`src/rtl/sonar_varredura.sv`:
```
// Sweep scheduler: ping-pongs the servo over N_POS positions, settles at each one,
// then fires one measurement cycle on the sonar control unit and waits for it (with timeout).
module sonar_varredura #(
  parameter int N_POS      = 8,
  parameter int W_POS      = 3,
  parameter int T_ASSENTAR = 25000000,
  parameter int T_TIMEOUT  = 50000000,
  parameter int W_CNT      = 26
) (
  input  logic             clock,
  input  logic             reset,
  input  logic             ligar,
  input  logic             medida_pronto,
  output logic [W_POS-1:0] posicao,
  output logic             sentido,
  output logic             iniciar_medida,
  output logic             fim_varredura,
  output logic             erro_timeout,
  output logic [3:0]       db_estado
);

  typedef enum logic [3:0] {
    INICIAL   = 4'd0,
    POSICIONA = 4'd1,
    ASSENTA   = 4'd2,
    MEDE      = 4'd3,
    AGUARDA   = 4'd4,
    PROXIMA   = 4'd5
  } estado_t;

  localparam logic [W_CNT-1:0] ULT_ASSENTAR = W_CNT'(T_ASSENTAR - 1);
  localparam logic [W_CNT-1:0] ULT_TIMEOUT  = W_CNT'(T_TIMEOUT - 1);
  localparam logic [W_POS-1:0] POS_MAX      = W_POS'(N_POS - 1);

  estado_t          estado, proximo;
  logic [W_CNT-1:0] contador;
  logic             assentou, expirou;

  assign assentou = (contador == ULT_ASSENTAR);
  assign expirou  = (contador == ULT_TIMEOUT);

  always_ff @(posedge clock or negedge reset) begin
    if (!reset) estado <= INICIAL;
    else        estado <= proximo;
  end

  // Dropping ligar overrides every transition and returns to idle.
  always_comb begin
    proximo = estado;
    if (!ligar) begin
      proximo = INICIAL;
    end else begin
      case (estado)
        INICIAL:   proximo = POSICIONA;
        POSICIONA: proximo = ASSENTA;
        ASSENTA:   if (assentou) proximo = MEDE;
        MEDE:      proximo = AGUARDA;
        AGUARDA:   if (medida_pronto || expirou) proximo = PROXIMA;
        PROXIMA:   proximo = POSICIONA;
        default:   proximo = INICIAL;
      endcase
    end
  end

  always_comb begin
    iniciar_medida = (estado == MEDE);
    case (estado)
      INICIAL:   db_estado = 4'd0;
      POSICIONA: db_estado = 4'd1;
      ASSENTA:   db_estado = 4'd2;
      MEDE:      db_estado = 4'd3;
      AGUARDA:   db_estado = 4'd4;
      PROXIMA:   db_estado = 4'd5;
      default:   db_estado = 4'hE;
    endcase
  end

  // Shared counter, servo position and the registered one-cycle pulses.
  always_ff @(posedge clock or negedge reset) begin
    if (!reset) begin
      contador      <= '0;
      posicao       <= '0;
      sentido       <= 1'b0;
      fim_varredura <= 1'b0;
      erro_timeout  <= 1'b0;
    end else begin
      fim_varredura <= 1'b0;
      erro_timeout  <= 1'b0;
      if (!ligar) begin
        contador <= '0;
        posicao  <= '0;
        sentido  <= 1'b0;
      end else begin
        case (estado)
          ASSENTA: begin
            if (assentou) contador <= '0;
            else          contador <= contador + 1'b1;
          end
          AGUARDA: begin
            if (medida_pronto || expirou) begin
              contador     <= '0;
              erro_timeout <= !medida_pronto;
            end else begin
              contador <= contador + 1'b1;
            end
          end
          PROXIMA: begin
            contador <= '0;
            if (!sentido) begin
              if (posicao == POS_MAX) begin
                posicao       <= POS_MAX - 1'b1;
                sentido       <= 1'b1;
                fim_varredura <= 1'b1;
              end else begin
                posicao <= posicao + 1'b1;
              end
            end else begin
              if (posicao == '0) begin
                posicao       <= W_POS'(1);
                sentido       <= 1'b0;
                fim_varredura <= 1'b1;
              end else begin
                posicao <= posicao - 1'b1;
              end
            end
          end
          default: contador <= '0;
        endcase
      end
    end
  end

endmodule

```
`config.mk`:
```
export PLATFORM = sky130hd
export DESIGN_NAME = sonar_varredura
export DESIGN_NICKNAME = d
export VERILOG_FILES = /design/src/rtl/sonar_varredura.sv
export SDC_FILE = /design/constraint.sdc
export NUM_CORES = 1
export LEC_CHECK = 0
export CORE_ASPECT_RATIO = 2
export CORE_MARGIN = 1.5
export CORE_UTILIZATION = 60
export CTS_BUF_LIST = sky130_fd_sc_hd__clkbuf_8
export DETAILED_ROUTE_END_ITERATION = 10
export PLACE_DENSITY_LB_ADDON = 0.25
export SKIP_CTS_REPAIR_TIMING = 1
export SYNTH_ARGS = -nofsm -noshare
export SYNTH_HDL_FRONTEND = slang
export SYNTH_SLANG_ARGS = --single-unit
```
`constraint.sdc`:
```
create_clock -name clock -period 2.56 [get_ports clock]
set_input_delay 0.256 -clock clock [delete_from_list [all_inputs] [get_ports clock]]
set_output_delay 0.256 -clock clock [all_outputs]
set_load 0.1 [all_outputs]
```
==> metrics list, run 1 <==
- Per-cell routed wire length: 15.5 um
- Required time at the endpoint of the critical path: 2.73 ns
- Minimum setup slack in the final design: 0.331 ns
- Counting the fill cells in the layout gives 222.
- Largest cells by area after synthesis: sky130_fd_sc_hd__dfrtp_1, sky130_fd_sc_hd__xor2_1, sky130_fd_sc_hd__nor2_1
- Post-CTS clock slew at the launch and capture registers of the worst setup and hold paths: 0.07 ns
* Number of vias after detailed routing: 1523
- For the final database, setup skew stands at 0.00534 ns.
- Maximum number of pins on one net before global-route repair: 36
- Dominant cell type by area after synthesis: sky130_fd_sc_hd__dfrtp_1
- From synthesis to final layout, the design area changed by 13.7%.
* Synthesized flop and latch total: 35
* Unrepaired setup endpoints after global routing: no
* Distinct cell type count of the synthesized netlist: 33
* Diode insertion count for antenna repair: 0
- Cells after synthesis: 204
* Site Rows: 28
- Routability-driven placement finished with a final weighted congestion of 0.945.
* Crit-path max FO: 26
* Net count, final: 230
* Max-capacitance violation count: 0
- The die is 82.7 um tall.
- TritonCTS clock tree: built
- Cell count after placement: 244
- Largest delay share family, worst path: simple AND/OR/NAND/NOR gates
- The worst setup path is launched from a flip-flop.
- The tightest min-delay check is of the in2async type.
* Max Root-Sink Buffers: 2
- IO Port Bufs: 14
- Remaining routing DRC violations: 0
* Buf/Inv on CP: 1
- Number of synthesized flops with an enable pin: 0
- The root buffer cell chosen for the clock tree is sky130_fd_sc_hd__clkbuf_8.
- Leakage: 0.911 nW
- Power Dens Cells: 588 nW/um^2
- Drt total wl: 3900 um
- STA classifies the critical path endpoint as a flip-flop.
* Final Hold Fails: 0
- Netlist Area Pre-Place: 1910 um^2
* H-tree Lvls: 2
- Share of post-route cells with drive strength above 1: 12.6%
* Synth Net Count: 213
- TritonCTS created 5 clock buffers.
* Vias per std cell: 6.04
* Count of final setup violators: 0
- In this run the count of I/O pins placed on the die edge is 15.
- Starting DRC count in detailed routing: 51
- The smallest clock period supported by the final layout is computed as 2.23 ns.
- Arrival time reported for the critical path endpoint: 2.40 ns
- Among all flip-flop cells after synthesis, the most frequent one is sky130_fd_sc_hd__dfrtp_1.
- Antenna violations before repair: 0
* Final HPWL from detailed placement: 2900 um
- In the final timing run, aggregate negative setup slack is 0 ns.
* Count of placed standard cells in the final layout, fillers left out: 252
* Proportion of synthesized chip area in sequential cells: 45.9%
- The run finished with clean final reports.
- The slowest stage of the critical path belongs to the cell sky130_fd_sc_hd__or4_4.
- At the pin with the least slew margin, the transition time is 0.614 ns.
* Via count of the first global-routing pass: 1519
* Antenna Violating Nets Remaining: 0
- The max-slew violation count was 0.
* Power consumption: 1.27 mW
- For this run, the total global-route usage over all layers was measured as 25.7%.
* Max stage delay on crit path: 0.57 ns
- Warning count from the yosys run: 0
* Die W: 42.9 um
- Synth top cells by count: sky130_fd_sc_hd__dfrtp_1, sky130_fd_sc_hd__nor2_1, sky130_fd_sc_hd__xor2_1, sky130_fd_sc_hd__nand2_1, sky130_fd_sc_hd__nand3_1
* Global-route wire length before repair: 6800 um
- After floorplanning, the core was sized to cover 2980 um^2.
- Detailed-router iteration count before antenna repair: 4
- The worst setup path is of the reg2reg kind.
- Remaining Overflow, GRT: 0
- Async SR Flop Fraction: 100%
* Starting Density: 64.0%
- The worst path uses 87.1% of the clock period.
- Worst setup timing slack at the placement stage: 0.352 ns
- Number of sinks on the clock net: 35
- Overall die area: 3550 um^2
- Clock latency at the later pin of the worst-skew pair: 0.29 ns
- IR analysis of the VDD net gives a maximum drop of 617 uV.
* Post-Synthesis Mean Instance Area: 9.35 um^2
- Rel. slew slack: 58.8%
- In this run the biggest area consumer among cell types represents 45.9% of the synthesized area.
- Traced cell by cell, the critical path runs through nand4b_1 > or4_1 > or4_4 > a32oi_4 > buf_12 > nor2_1.
- Maximum clock rate: 0.449 GHz
## placed cells by master, fill, tap and decap left out, types with 5 or more instances in the layout
master                      n
sky130_fd_sc_hd__dfrtp_1   35
sky130_fd_sc_hd__nor2_1    34
sky130_fd_sc_hd__xor2_1    17
sky130_fd_sc_hd__buf_4     16
sky130_fd_sc_hd__nand2_1   14
sky130_fd_sc_hd__nand3_1   14
sky130_fd_sc_hd__inv_1      8
sky130_fd_sc_hd__xnor2_1    8
sky130_fd_sc_hd__nand4_1    7
sky130_fd_sc_hd__clkbuf_8   7
sky130_fd_sc_hd__nor4_1     6
sky130_fd_sc_hd__a21oi_1    6
sky130_fd_sc_hd__and3_1     5
sky130_fd_sc_hd__nand4b_1   5
sky130_fd_sc_hd__o21ai_0    5
sky130_fd_sc_hd__ha_1       5
## through the flow
stage                     utilization [%]  area [um^2]  hold slack, ns
final                                72.8         2170           0.370
after global placement               69.5         2070           0.506
after detailed placement             69.5         2070           0.526
after global routing                 72.8         2170           0.411
after CTS                            72.8         2170           0.393
after floorplan                         -         1910         -0.0396
## report_power, final
group | switching (mW) | internal, mW | total (mW) | leakage (nW)
registers | 0.0246 | 0.569 | 0.593 | 0.487
logic | 0.184 | 0.0693 | 0.254 | 0.369
clock network | 0.186 | 0.241 | 0.427 | 0.0557
total | 0.395 | 0.879 | 1.27 | 0.911
## final timing paths
path / from / endpoint / slack, ns / cells past startpoint
setup / recovery: contador[7] / contador[13] / 0.33 / 6
max in group asynchronous: reset / contador[14] / 1.86 / 2
setup reg to reg: contador[7] / contador[13] / 0.33 / 6
hold / removal: reset / fim_varredura / 0.37 / 2
min in group clock: contador[0] / contador[0] / 0.53 / 1
hold reg to reg: contador[0] / contador[0] / 0.53 / 1
## layout make-up
| cell class | instances | area, um^2 | share of cell area (%) |
|---|---|---|---|
| Clock buffer | 7 | 96.3 | 4.44 |
| Clock inverter | 1 | 3.75 | 0.173 |
| Inverter | 7 | 26.3 | 1.21 |
| Multi-Input combinational cell | 152 | 958 | 44.2 |
| Sequential cell | 35 | 876 | 40.4 |
| Tap cell | 30 | 37.5 | 1.73 |
| Timing Repair Buffer | 20 | 170 | 7.85 |
## cell families (layout without fill, tap and decap cells)
kind of cell	Yosys count	after routing	synth area share [%]
flip-flops	35	35	45.9
AO/OA/AOI/OAI	17	17	6.43
AND/OR/NAND/NOR	105	105	28.7
buffers and inverters	17	35	4.20
XOR/XNOR	25	25	11.5
adder cells (fa/ha/maj)	5	5	3.28
## flip-flops by register name, summed over array words and instances (netlist names)
register,flops
contador,26
estado,3
posicao,3
erro_timeout,1
fim_varredura,1
sentido,1
## per-layer routing
metal,vias up,wire length [um],track usage [%]
li1,729,-,-
met1,726,1410,26.7
met2,50,2220,47.1
met3,18,131,4.57
met4,0,136,14.7
met5,-,0,0
Power figures use the tool's default switching activity.
==> run 2, diff against run 1 <==
--- a/config.mk
+++ b/config.mk
@@ -7,7 +7,7 @@
 export LEC_CHECK = 0
 export CORE_ASPECT_RATIO = 2
 export CORE_MARGIN = 1.5
-export CORE_UTILIZATION = 60
+export CORE_UTILIZATION = 59
 export CTS_BUF_LIST = sky130_fd_sc_hd__clkbuf_8
 export DETAILED_ROUTE_END_ITERATION = 10
 export PLACE_DENSITY_LB_ADDON = 0.25
==> run 2 against run 1 <==
Net effect:
- wire length is 3.4% higher
- cell area is 0.81% lower
- hold slack gained 0.014 ns
- register-to-register slack better by 0.02 ns
- clock skew increased by 0.0015 ns
- global-route usage about the same
- total power fell by 4.8%
- sequential cell count is the same
- first-iteration DRC count shrank 41%
- clock power decreased by 15%
- die area up 1.6%
- critical path type unchanged
- largest power group unchanged
- highest routed layer unchanged
==> metrics list, run 2 (same netlist as run 1, synthesis figures left out) <==
- Share of post-route cells with drive strength above 1: 12.2% (was 12.6%)
- Via count of the first global-routing pass: 1600 (was 1519)
- The clock transition at the register clock pins on the worst setup and hold paths after CTS came to 0.07 ns (about the same).
* Leading cell type in the layout, fill and taps excluded: sky130_fd_sc_hd__dfrtp_1 (unchanged)
* Vertical extent of the die: 83.4 um (was 82.7 um)
* Num CTS Buffers: 5 (unchanged)
* Max stage delay on crit path: 0.56 ns (was 0.57 ns)
- The number of vias after detailed routing was 1540 (was 1523).
- Site Rows: 29 (was 28)
- Core Util, Final: 68.9% (was 72.8%)
- The final sum of negative setup slack is 0 ns (unchanged).
- Unrepaired setup endpoints after global routing: no (unchanged)
- The transition time at the pin with the least slew margin was 0.654 ns (was 0.614 ns).
- Largest register by flop count: contador (unchanged)
* FF-to-FF path depth: 6 (unchanged)
* Max Root-Sink Buffers: 2 (unchanged)
* Final Hold Fails: 0 (unchanged)
- Peak ir drop on the vdd network: 384 uV (was 617 uV)
* Sequential share of power: 48.9% (was 46.5%)
- Footprint of the flip-flops and latches: 876 um^2 (unchanged)
- Remaining routing DRC violations: 0 (unchanged)
* Power Dens Cells: 564 nW/um^2 (was 588 nW/um^2)
- Worst path cell trace: nand4b_1 > or4_1 > or4_4 > a32oi_4 > buf_12 > nor2_1 (unchanged)
- The launch instance of the worst register-to-register path is contador[7] (unchanged).
* Cell count after placement: 245 (was 244)
- The share of the clock period used by the worst path came to 86.4% (was 87.1%).
- The number of design-rule violations left by the first detailed-router iteration came to 30 (was 51).
- Slowest-stage cell, CP: sky130_fd_sc_hd__or4_4 (unchanged)
- The flop-to-flop setup slack came to 0.35 ns (was 0.33 ns).
- Final worst path period need: 2.21 ns (was 2.23 ns)
- Crit-path max FO: 26 (unchanged)
- Count of final setup violators: 0 (unchanged)
- Placement-stage cell area: 2070 um^2 (about the same)
- Cell internal power dissipation: 0.820 mW (was 0.879 mW)
- Drt total wl: 4030 um (was 3900 um)
* Status: completed (unchanged)
- The post-layout net count was 230 (unchanged).
- Placeable core area: 3120 um^2 (was 2980 um^2)
- The final non-filler cell area came to 2150 um^2 (was 2170 um^2).
- Remaining Overflow, GRT: 0 (unchanged)
- Top flop regs: contador x26, estado x3, posicao x3 (unchanged).
- The global placement routability congestion came to 0.963 (was 0.945).
- Max-capacitance violation count: 0 (unchanged)
- The combinational share of power is 21.0% (was 19.9%).
* TritonCTS clock tree: built (unchanged)
- The maximum level of the CTS H-tree came to 2 (unchanged).
- Leakage: 0.906 nW (was 0.911 nW)
* Switching fraction of total power: 32.4% (was 31.0%)
* Required time at the endpoint of the critical path: 2.73 ns (about the same)
* Commonest cells after routing, fill and taps aside: sky130_fd_sc_hd__dfrtp_1, sky130_fd_sc_hd__nor2_1, sky130_fd_sc_hd__xor2_1, sky130_fd_sc_hd__buf_4 (unchanged)
- Clock share of power: 30.1% (was 33.5%)
- The maximum number of pins on one net before global-route repair is 36 (unchanged).
- The first-pass GRT wire length came to 7120 um (was 6800 um).
* Crit path launch type: flip-flop (unchanged)
- The flip-flop count of the largest register after layout was 26 (unchanged).
- The clock sink total is 35 (unchanged).
- The maximum operating frequency came to 0.452 GHz (was 0.449 GHz).
- The type of the tightest min-delay check is in2async (unchanged).
- The number of diodes added for antenna fixing is 0 (unchanged).
- The number of top-level pins was 15 (unchanged).
- The residual antenna-violating net count after detailed routing came to 0 (unchanged).
- The launch point of the worst path is contador[7] (unchanged).
* Clock Tree Root: sky130_fd_sc_hd__clkbuf_8 (unchanged)
- Vias per std cell: 6.09 (was 6.04)
* Category of the most critical setup path: reg2reg (unchanged)
* Slew Limit Fails: 0 (unchanged)
- The capturing element type of the critical path was a flip-flop (unchanged).
- End of the critical path: contador[14] (was contador[13])
- Net Sw Power: 0.393 mW (was 0.395 mW)
* Fill cell total of the finished layout: 259 (was 222)
- The width of the die came to 43.2 um (was 42.9 um).
- The worst clock skew on the final layout was 0.00680 ns (was 0.00534 ns).
- Final HPWL from detailed placement: 2970 um (was 2900 um)
* Starting Density: 61.1% (was 64.0%)
- The max-slew headroom at the worst pin was 56.1% (was 58.8%).
* Count of placed standard cells in the final layout, fillers left out: 253 (was 252)
- Reg-to-Reg End: contador[14] (was contador[13])
- The overall routing resource usage was 25.7% (about the same).
- The mean routed wirelength per cell is 15.9 um (was 15.5 um).
- The area of the multi-input gates is 958 um^2 (unchanged).
* IO Port Bufs: 14 (unchanged)
* Overall die area: 3600 um^2 (was 3550 um^2)
- Antenna violations before repair: 0 (unchanged)
- Detailed-router iteration count before antenna repair: 4 (unchanged)
- The latest clock arrival within the worst-skew pair came to 0.29 ns (about the same).
- The area growth from synthesis to final layout came to 12.8% (was 13.7%).
- Arrival time reported for the critical path endpoint: 2.38 ns (was 2.40 ns)
-- run 2: changes by cell type in the layout (fill, tap and decap cells not counted), sizes merged --
cell,change
clkinv,+1
clkbuf,-2
inv,+1
-- run 2: worst max-delay path: cells and delay by family, from the launching register on --
kind	cells	cell delay [ns]
simple gates	4	1.26
flops	1	0.43
compound gates	1	0.20
buf+inv	1	0.20
-- run 2: power by group through the flow --
stage               Combinational [mW]  Clock (mW)  Sequential, mW
floorplan                        0.194           0           0.606
global placement                 0.252           0           0.602
detailed placement               0.258           0           0.603
CTS                              0.259       0.377           0.593
global route                     0.271       0.401           0.597
finish                           0.255       0.365           0.593
-- run 2: layout make-up --
| class | instances | area share, % |
|---|---|---|
| clock buffers | 5 | 3.20 |
| inverters | 7 | 1.22 |
| clock inverters | 3 | 0.582 |
| well taps | 31 | 1.80 |
| flip-flops and latches | 35 | 40.7 |
| repair buffers | 20 | 7.91 |
| multi-input cells | 152 | 44.6 |
-- run 2: worst min path at each step --
| stage | startpoint | cells past startpoint | to | slack, ns |
|---|---|---|---|---|
| 6_report | reset | 2 | fim_varredura | 0.38 |
| 5_1_grt | reset | 2 | fim_varredura | 0.43 |
| 4_1_cts | reset | 2 | fim_varredura | 0.40 |
| 3_5_place_dp | contador[0] | 1 | contador[0] | 0.51 |
| 3_3_place_gp | contador[0] | 1 | contador[0] | 0.51 |
| 2_1_floorplan | reset | 0 | contador[0] | -0.04 |
-- run 2: layer usage --
metal  global-route usage (%)  part of all wire [%]  up-vias
met2                     46.7                    58       37
li1                         -                     -      731
met1                     27.0                    35      757
met4                     12.4                   3.5        0
met5                        0                     0        -
met3                     4.13                   3.0       15
-- run 2: stage by stage --
stage	total power, mW	hold slack (ns)	worst slack [ns]
final	1.21	0.384	0.348
after global routing	1.27	0.430	0.250
after CTS	1.23	0.403	0.342
after detailed placement	0.861	0.511	0.343
after global placement	0.854	0.506	0.412
after floorplan	0.800	-0.0396	0.389
